[src/rtl/rca_add_scheduler.sv]
// Round-robin scheduler sharing one 4-bit ripple-carry slice between two requesters;
// each W-bit add is sequenced one nibble per clock, least significant nibble first.
module rca_add_scheduler #(
    parameter int NIBBLES = 4,
    localparam int W = 4 * NIBBLES
) (
    input  logic         clk,
    input  logic         rst,
    input  logic         req0_valid,
    input  logic [W-1:0] req0_a,
    input  logic [W-1:0] req0_b,
    output logic         req0_ready,
    input  logic         req1_valid,
    input  logic [W-1:0] req1_a,
    input  logic [W-1:0] req1_b,
    output logic         req1_ready,
    output logic         res_valid,
    input  logic         res_ready,
    output logic [W-1:0] res_sum,
    output logic         res_cout,
    output logic         res_id,
    output logic         busy
);
    localparam int CW = (NIBBLES > 1) ? $clog2(NIBBLES) : 1;
    localparam logic [CW-1:0] LAST = CW'(NIBBLES - 1);

    typedef enum logic [1:0] {IDLE, RUN, DONE} state_t;

    state_t        state_q;
    logic          last_grant_q;
    logic [W-1:0]  a_q, b_q, acc_q, sum_q;
    logic          carry_q, cout_q, id_q;
    logic [CW-1:0] cnt_q;

    logic          grant, any_valid;
    logic [4:0]    nib;
    logic [W-1:0]  acc_d;

    always_comb begin
        any_valid  = req0_valid | req1_valid;
        grant      = (req0_valid && req1_valid) ? ~last_grant_q : req1_valid;
        req0_ready = ~rst && (state_q == IDLE) && any_valid && ~grant;
        req1_ready = ~rst && (state_q == IDLE) && any_valid &&  grant;
        nib        = {1'b0, a_q[3:0]} + {1'b0, b_q[3:0]} + {4'b0000, carry_q};
        // New nibble enters at the top so the LS nibble ends up at bit 0 after NIBBLES steps.
        acc_d      = (acc_q >> 4) | (W'(nib[3:0]) << (W - 4));
    end

    always_ff @(posedge clk) begin
        if (rst) begin
            state_q      <= IDLE;
            last_grant_q <= 1'b1;
            a_q          <= '0;
            b_q          <= '0;
            acc_q        <= '0;
            sum_q        <= '0;
            carry_q      <= 1'b0;
            cout_q       <= 1'b0;
            id_q         <= 1'b0;
            cnt_q        <= '0;
        end else begin
            case (state_q)
                IDLE: begin
                    if (req0_ready || req1_ready) begin
                        a_q          <= grant ? req1_a : req0_a;
                        b_q          <= grant ? req1_b : req0_b;
                        carry_q      <= 1'b0;
                        cnt_q        <= '0;
                        last_grant_q <= grant;
                        id_q         <= grant;
                        state_q      <= RUN;
                    end
                end
                RUN: begin
                    a_q     <= a_q >> 4;
                    b_q     <= b_q >> 4;
                    carry_q <= nib[4];
                    cnt_q   <= cnt_q + CW'(1);
                    acc_q   <= acc_d;
                    if (cnt_q == LAST) begin
                        // Published result only changes here, so it holds through IDLE and RUN.
                        sum_q   <= acc_d;
                        cout_q  <= nib[4];
                        state_q <= DONE;
                    end
                end
                DONE: begin
                    if (res_ready) state_q <= IDLE;
                end
                default: state_q <= IDLE;
            endcase
        end
    end

    assign res_valid = (state_q == DONE);
    assign busy      = (state_q != IDLE);
    assign res_sum   = sum_q;
    assign res_cout  = cout_q;
    assign res_id    = id_q;
endmodule
[config.mk]
export PLATFORM = sky130hd
export DESIGN_NAME = rca_add_scheduler
export DESIGN_NICKNAME = d
export VERILOG_FILES = /design/src/rtl/rca_add_scheduler.sv
export SDC_FILE = /design/constraint.sdc
export NUM_CORES = 1
export LEC_CHECK = 0
export BUFFER_PORTS_ARGS = -buffer_cell sky130_fd_sc_hd__buf_4
export CORE_MARGIN = 2
export CORE_UTILIZATION = 50
export DETAILED_ROUTE_END_ITERATION = 10
export PLACE_DENSITY = 0.79
export SLEW_MARGIN = 20
export SYNTH_ARGS = -nofsm -noshare
export SYNTH_HDL_FRONTEND = slang
export SYNTH_SLANG_ARGS = --single-unit
[constraint.sdc]
create_clock -name clk -period 2.2 [get_ports clk]
set_clock_uncertainty 0.15 [all_clocks]
set_input_delay 0.66 -clock clk [delete_from_list [all_inputs] [get_ports clk]]
set_output_delay 0.66 -clock clk [all_outputs]
set_load 0.02 [all_outputs]
After elaboration in Yosys (flattened, before gate mapping)
Index checks and enable logic that the tools add are counted.
Widths: inputs -> output; s select.
{"block": "totals", "register_bits": 72, "output_inout_bits": 22}
{"block": "classes", "add_sub_neg": 3, "n_eq_ne": 6, "muxes": 15, "bitwise_logic": 5, "n_reduce_logical": 13}
{"cell": "$mux 16", "count": 4}
{"cell": "$pmux 16 s2", "count": 2}
{"cell": "$or 12x16->16", "count": 1}
{"cell": "$mux 2", "count": 4}
{"cell": "$pmux 2 s3", "count": 1}
{"cell": "$reduce_and 2->1", "count": 3}
{"cell": "$add 4x4->5", "count": 1}
{"cell": "$add 5x1->5", "count": 1}
{"cell": "$logic_and 1x1->1", "count": 5}
{"cell": "$eq 2x2->1 const B", "count": 2}
{"cell": "$ne 2x1->1 const B", "count": 2}
{"cell": "$pmux 2 s2", "count": 1}
{"cell": "$reduce_bool 2->1", "count": 2}
{"cell": "$not 1->1", "count": 3}
{"cell": "$reduce_and 3->1", "count": 1}
{"cell": "$add 2x1->2 const B", "count": 1}
{"cell": "$eq 2x1->1 const B", "count": 1}
{"cell": "$logic_not 2->1", "count": 1}
{"cell": "$mux 1", "count": 2}
{"cell": "$ne 2x2->1 const B", "count": 1}
{"cell": "$pmux 1 s2", "count": 1}
{"cell": "$logic_or 1x1->1", "count": 1}
{"cell": "$or 1x1->1", "count": 1}

Longest topological paths before layout
Gate-level depths: netlist of run 1.
{"block": "depth", "word_depth": 7, "depth_mapped": 7, "depth_no_buf": 7}

Worst setup path after synthesis of run 1
Ideal clock, no wire load.
{"block": "synth_timing", "path_type": "input-to-output", "startpoint": "input port req1_valid", "endpoint": "output port req1_ready", "arrival_ns": 1.339, "required_ns": 1.390, "setup_slack_ns": 0.051, "cell_stages": 4, "n_path_buf": 2, "cell_sequence": "a21boi_2 > and2_1 > buf_4 > buf_4"}
{"block": "synth_between", "elab_chain_len": 3, "elab_cells_between_ends": 5, "cone_classes": "mux: 1; bitwise: 1; reduce/logical: 3"}
{"element": "start, declared", "line_no": "13", "rtl": "input logic req1_valid,"}
{"element": "$or 1x1->1 or $logic_and 1x1->1 (tied branches)", "line_no": "40, 41"}
{"element": "$logic_and 1x1->1 or $mux 1 (tied branches)", "line_no": "43, 41"}
{"element": "$logic_and 1x1->1 *", "line_no": "43", "rtl": "req1_ready = ~rst && (state_q == IDLE) && any_valid && grant;"}
{"element": "end, declared", "line_no": "16", "rtl": "output logic req1_ready,"}
Every way passes the cells marked *; elsewhere a longest branch is shown, timed or not.

Final worst setup path of run 1
{"block": "layout_timing", "startpoint": "input port rst", "endpoint": "output port req0_ready"}
{"block": "layout_between", "elab_chain_len": 4}
{"element": "start, declared", "line_no": "8", "rtl": "input logic rst,"}
{"element": "$not 1->1", "line_no": "42", "rtl": "req0_ready = ~rst && (state_q == IDLE) && any_valid && ~grant;"}
{"element": "$logic_and 1x1->1 (3 in a row)", "line_no": "42"}
{"element": "end, declared", "line_no": "12", "rtl": "output logic req0_ready,"}
No other way between the ends.

==> results of run 1 <==
## placed cells by master (no fill, tap or decap), types with 2 or more instances in the layout
cell and count:
ha_1 4, or3_1 2, clkbuf_1 3, clkbuf_8 12, a21oi_1 41, nor2b_1 2
a221o_1 13, nand2b_1 4, o21ai_1 2, fa_1 2, and2_1 4, nor2_1 15
dfxtp_1 68, inv_1 4, nor4_1 2, o21ai_0 8, nand2_1 95, a22oi_1 25
a211oi_1 7, buf_4 103, nor3_1 2
## power by group
part	internal [W]	switching, W	total (W)
sequential	0.00129	0.0000418	0.00134
clock	0.000502	0.000425	0.000927
combinational	0.000184	0.000168	0.000352
## timing repair
item / CTS / global route
buffers inserted: 0 / 0
gates resized for setup: 3 / 2
hold buffers: 0 / 0
cloned: 0 / 0
endpoints found under the setup margin: 2 / 1
## per-stage QoR
stage	setup WS, ps	total power (W)	util [%]
final	80.0	0.00261	69.3
after global placement	-55.8	0.00170	65.7
after floorplan	51.0	0.00154	-
after CTS	25.6	0.00263	69.1
after detailed placement	-71.8	0.00171	65.7
after global routing	10.9	0.00274	69.3
## final timing paths
path / startpoint / endpoint
max reg2reg: state_q[1] / a_q[4]
max: rst / req0_ready
min reg2reg: b_q[13] / b_q[13]
min: b_q[13] / b_q[13]
## logic make-up after synthesis
group                      count (synthesis)  synth area share [%]
xor gates and xnor gates                   1                 0.304
AOI/OAI and AO/OA                        104                  24.5
DFF                                       68                  47.2
adders and majority gates                  6                  3.12
buffers and inverters                     28                  5.03
and+or+nand+nor                          135                  19.9
## cell type report
cell class              instances  area [um2]  share of cell area, %
clock inverters                 1        5.00                  0.130
flip-flops and latches         68        1360                   35.5
multi-input cells             246        1400                   36.4
repair buffers                104         793                   20.7
inverters                       4        15.0                  0.391
clock buffers                  15         176                   4.59
well taps                      72        90.1                   2.35
## state kept, by name (all words and copies together), names as in the netlist, 2 cells and up
name / cells
a_q: 16
acc_q: 12
b_q: 16
res_sum: 16
cnt_q: 2
state_q: 2
## worst max-delay path, cell delays in order
cell and delay [ps]:
buf_4 120, nor3_4 140, and3_4 240, buf_4 150
## layer usage
layer  vias to the layer above  share of wire, %
met1                      1254                41
met3                        10               5.7
met4                         0               1.6
li1                       1375                 -
met5                         -                 0
met2                        80                52
==> impl_metrics.tcl, run 1 <==
set metrics [dict create \
    run_status "complete, no violations" \
    maxCapViolations 0 \
    max-slew-margin-rel_pct 35.4 \
    grt_setup_unrepaired "no" \
    die_area_um2 6390 \
    worst_setup_path_start_kind "input port" \
    top_usage_layer "met2" \
    grt_pass1_vias 2689 \
    cell_types_occupying_the_most_area_after_synthesis "dfxtp_1 47%, nand2_1 12%, a21oi_1 7.1%, a22oi_1 6.5%, a221o_1 4.5%" \
    n_fill_cell 461 \
    timing_worst_setup_path_type "input port to output port" \
    setup.worst_path.end_class "output port" \
    worstPathArrival_ps 1310 \
    vias 2719 \
    critPathRequiredTime_ps 1390 \
    antenna_cells 0 \
    met2_usage_pct 40.9 \
    ys_top_cells_by_count "95 x nand2_1, 68 x dfxtp_1, 41 x a21oi_1, 25 x a22oi_1, 15 x nor2_1" \
    synth_seq_cells 68 \
    pwr_density_cell_nw_per_um2 681 \
    final_period_minus_worst_setup_slack_ps 2120 \
    drtIter0Drc 143 \
    number_of_buffers_added_by_the_clock_tree_synthesis_step 9 \
    synth.yosys.warnings 0 \
    async_sr_flop_fraction_pct 0 \
    syn2layout_area_growth_pct 33.1 \
    clk_root_buffer_cell "clkbuf_8" \
    dieWidth_um 79.9 \
    gr-usage-all-layers_pct 24.0 \
    clk_pin_slew_ps 70 \
    drive_gt1_share_pct 28.8 \
    synth_edf_count 0 \
    grt_pass1_wl_um 11800 \
    gp_routability_congestion 0.827 \
    placed_cells 494 \
    final_cell_count_no_fill 510 \
    htreeDepth 3 \
    route.detailed.drc 0 \
    globalRoute.totalOverflow 0 \
    gr-usage-met3_pct 7.01 \
    layout.cell_area.non_filler_um2 3840 \
    hold_viol_final 0 \
    ys_seq_area_share_pct 47.2 \
    synth.cell_area_um2 2880 \
    cellLeakagePower_nw 1.64 \
    yosysUniqueCellTypes 37 \
    setup.reg_to_reg.worst_slack_ps 310 \
    synth-main-ff-cell "dfxtp_1" \
    final_antenna_net_count 0 \
    io_pins 91 \
    post-synth-top-count-cell "nand2_1" \
    worstRegToRegCells 4 \
    numClockSinks 68 \
    vias_per_cell 5.33 \
    finalSetupTns_ps 0 \
    worstMarginPinSlew_ps 966 \
    portBuffers 90 \
    final_net_count 508 \
    holdCritPathClass "register to register" \
    rows 27 \
    period_share_pct 96.4 \
    core_area_um2 5540 \
    fin_worst_hold_slack_ps 292 \
    synth.net_count 417 \
    post-synth-top-area-fraction_pct 47.2 \
    dpl-instance-area_um2 3640 \
    yosysTopAreaCell "dfxtp_1" \
    die_height_um 79.9 \
    post-dp-hpwl_um 5100 \
    clk_path_buf_depth 2 \
    totalWireLength_um 7030 \
    drt-wirelength-per-cell_um 13.8 \
    path_max_fanout 3 \
    tritoncts "yes" \
    worst_hold_stages 2 \
    fmax_mhz 472 \
    number_of_antenna_violations_at_the_first_check_in_global_routing 0 \
    latest_clock_arrival_within_the_worst_skew_pair_ps 330 \
    drt-pass1-iter-count 4 \
    met1_resource_use_gr_pct 27.4 \
    synth.avg_cell_area_um2 8.43 \
    netlist_instances 342 \
    maximum_number_of_pins_on_one_net_before_global_route_repair 31 \
    timing.final.setup_violations 0 \
    peakVddDrop_mv 0.372 \
    effective_utilization_at_floorplan_pct 52.1 \
    final_max_slew_viol_count 0 \
]
Note: power is estimated with default switching activity, not from simulation.
==> run 2: changes to the inputs <==
--- a/config.mk
+++ b/config.mk
@@ -6,10 +6,12 @@
 export NUM_CORES = 1
 export LEC_CHECK = 0
 export BUFFER_PORTS_ARGS = -buffer_cell sky130_fd_sc_hd__buf_4
+export CELL_PAD_IN_SITES_DETAIL_PLACEMENT = 1
+export CELL_PAD_IN_SITES_GLOBAL_PLACEMENT = 1
 export CORE_MARGIN = 2
-export CORE_UTILIZATION = 50
+export CORE_UTILIZATION = 37
 export DETAILED_ROUTE_END_ITERATION = 10
-export PLACE_DENSITY = 0.79
+export PLACE_DENSITY_LB_ADDON = 0.1
 export SLEW_MARGIN = 20
 export SYNTH_ARGS = -nofsm -noshare
 export SYNTH_HDL_FRONTEND = slang
==> run 2 against run 1 <==
Compared with the run above:
- die area grew 33%
- sequential power hardly changed
- fmax is 1.4% lower
- sequential cell count is the same
- clock power increased by 34%
==> impl_metrics.tcl, run 2 (synthesis gave the netlist of run 1 again) <==
set metrics [dict create \
    dr_wl_met3_um 451 \
    critPathRequiredTime_ps 1390 \
    post_cts_hold_buffer_count 0 \
    grt_pass1_wl_um 13900 \
    die_height_um 92.3 \
    worstMarginPinSlew_ps 956 \
    final_period_minus_worst_setup_slack_ps 2150 \
    dpl-instance-area_um2 3700 \
    path_buf_inv 2 \
    vias 2771 \
    slowest_stage "and2_2" \
    n_fill_cell 962 \
    gr-usage-all-layers_pct 20.9 \
    cellLeakagePower_nw 1.66 \
    route.detailed.drc 0 \
    rows 32 \
    clk_path_buf_depth 2 \
    grt_pass1_vias 2814 \
    totalWireLength_um 8220 \
    clk_pin_slew_ps 80 \
    finalPower_w 0.00294 \
    worst_path_largest_cell_delay_ps 230 \
    setup.reg_to_reg.worst_slack_ps 210 \
    htreeDepth 3 \
    die_area_um2 8520 \
    multi_input_comb_area_um2 1400 \
    drive_gt1_share_pct 29.9 \
    period_share_pct 97.7 \
    critPathMostFrequentCell "buf_4" \
    setup.worst_path.end_class "output port" \
    wl_met1_um 3620 \
    post-dp-hpwl_um 5950 \
    number_of_antenna_violations_at_the_first_check_in_global_routing 0 \
    pre_cts_ws_ps -164 \
    path_max_fanout 5 \
    routed-wl-met2_um 4040 \
    portBuffers 90 \
    drt-pass1-iter-count 4 \
    effective_utilization_at_floorplan_pct 37.7 \
    timing.critical_path.cells "buf_4, a21boi_2, and2_2, buf_4" \
    gp_routability_congestion 0.759 \
    maximum_number_of_pins_on_one_net_before_global_route_repair 46 \
    holdCritPathClass "register to register" \
    number_of_buffers_added_by_the_clock_tree_synthesis_step 9 \
    drtIter0Drc 106 \
    layout_commonest_cell "buf_4" \
    core_area_um2 7650 \
    buffers_inserted_during_post_cts_setup_optimization 0 \
    tritoncts "yes" \
    globalRoute.totalOverflow 0 \
    peakVddDrop_mv 0.373 \
    route.top_layer_used "met4" \
    io_pins 91 \
    final_net_count 509 \
    layout.cell_area.non_filler_um2 3960 \
    final_max_slew_viol_count 0 \
    timing.final.setup_violations 0 \
    dieWidth_um 92.3 \
    worst_setup_path_start_kind "input port" \
    grt_setup_unrepaired "no" \
    maxCapViolations 0 \
    path_delay_family "buffers and inverters" \
    numClockSinks 68 \
    fin_util_pct 51.7 \
    hold_viol_final 0 \
    regArea_um2 1360 \
    syn2layout_area_growth_pct 37.2 \
    max-slew-margin-rel_pct 36.0 \
    timing_worst_setup_path_type "input port to output port" \
    pwr_density_cell_nw_per_um2 743 \
    vias_per_cell 5.13 \
    antenna_cells 0 \
    latest_clock_arrival_within_the_worst_skew_pair_ps 340 \
    setup_ws_ps 50.7 \
    clk_root_buffer_cell "clkbuf_8" \
    run_status "complete, no violations" \
    drt-wirelength-per-cell_um 15.2 \
    worstPathArrival_ps 1340 \
    final_cell_mix "103 x buf_4, 95 x nand2_1, 67 x dfxtp_1, 41 x a21oi_1, 25 x a22oi_1" \
    final_antenna_net_count 0 \
    fmax_mhz 465 \
]
-- run 2: cell count changes in the layout (fill, tap and decap cells not counted) --
cell and change:
bufinv_16 +3, clkbuf_1 -3, clkbuf_8 -3, clkinvlp_4 +2, and2_2 +1, and2_4 -1
buf_12 +1, clkinv_2 -1, clkinv_4 +1, dfxtp_1 -1, dfxtp_2 +1, nor2_1 -1
nor2_2 +1
-- run 2: cell type report --
cell class,count,area share (%)
Sequential cell,68,34.4
Clock buffer,9,3.13
Clock inverter,6,2.88
Tap cell,102,3.23
Inverter,4,0.380
Multi-Input combinational cell,246,35.4
Timing Repair Buffer,105,20.6
-- run 2: per-stage QoR --
stage	hold slack, ps	setup TNS (ps)	cells
6_report	294	0	540
2_1_floorplan	266	0	342
3_5_place_dp	287	-262	525
5_1_grt	322	0	540
4_1_cts	298	0	540
3_3_place_gp	278	-114	525
-- run 2: worst reg2reg max path, delay by kind of cell (launching register included) --
family	cells	cell delay [ps]
AOI/OAI and AO/OA	1	230
buffers and inverters	1	90
and+or+nand+nor	3	410
DFF	1	340
adders and majority gates	2	640
-- run 2: worst paths after layout --
path                                  from          to  cells after the start
worst max register to register      a_q[0]    res_cout                      7
worst min register to register     b_q[12]     b_q[12]                      2
worst max-delay path            req1_valid  req1_ready                      4
worst min-delay path               b_q[12]     b_q[12]                      2
-- run 2: routing by layer --
layer / track usage (%) / vias up
met2: 34.6 / 86
li1: - / 1380
met1: 26.8 / 1295
met3: 4.27 / 10
met4: 7.71 / 0
met5: 0 / -
-- run 2: power breakdown --
part           switching [W]  total [W]  internal [W]  leakage, nW
combinational       0.000177   0.000367      0.000190        0.999
sequential         0.0000442    0.00134       0.00129        0.554
clock               0.000488    0.00124      0.000748        0.112
-- run 2: repair_timing --
item                                    4_1_cts  5_1_grt
endpoints found under the setup margin        2        2
cloned                                        0        0
resized for setup                             4        3
pin swaps                                     0        0
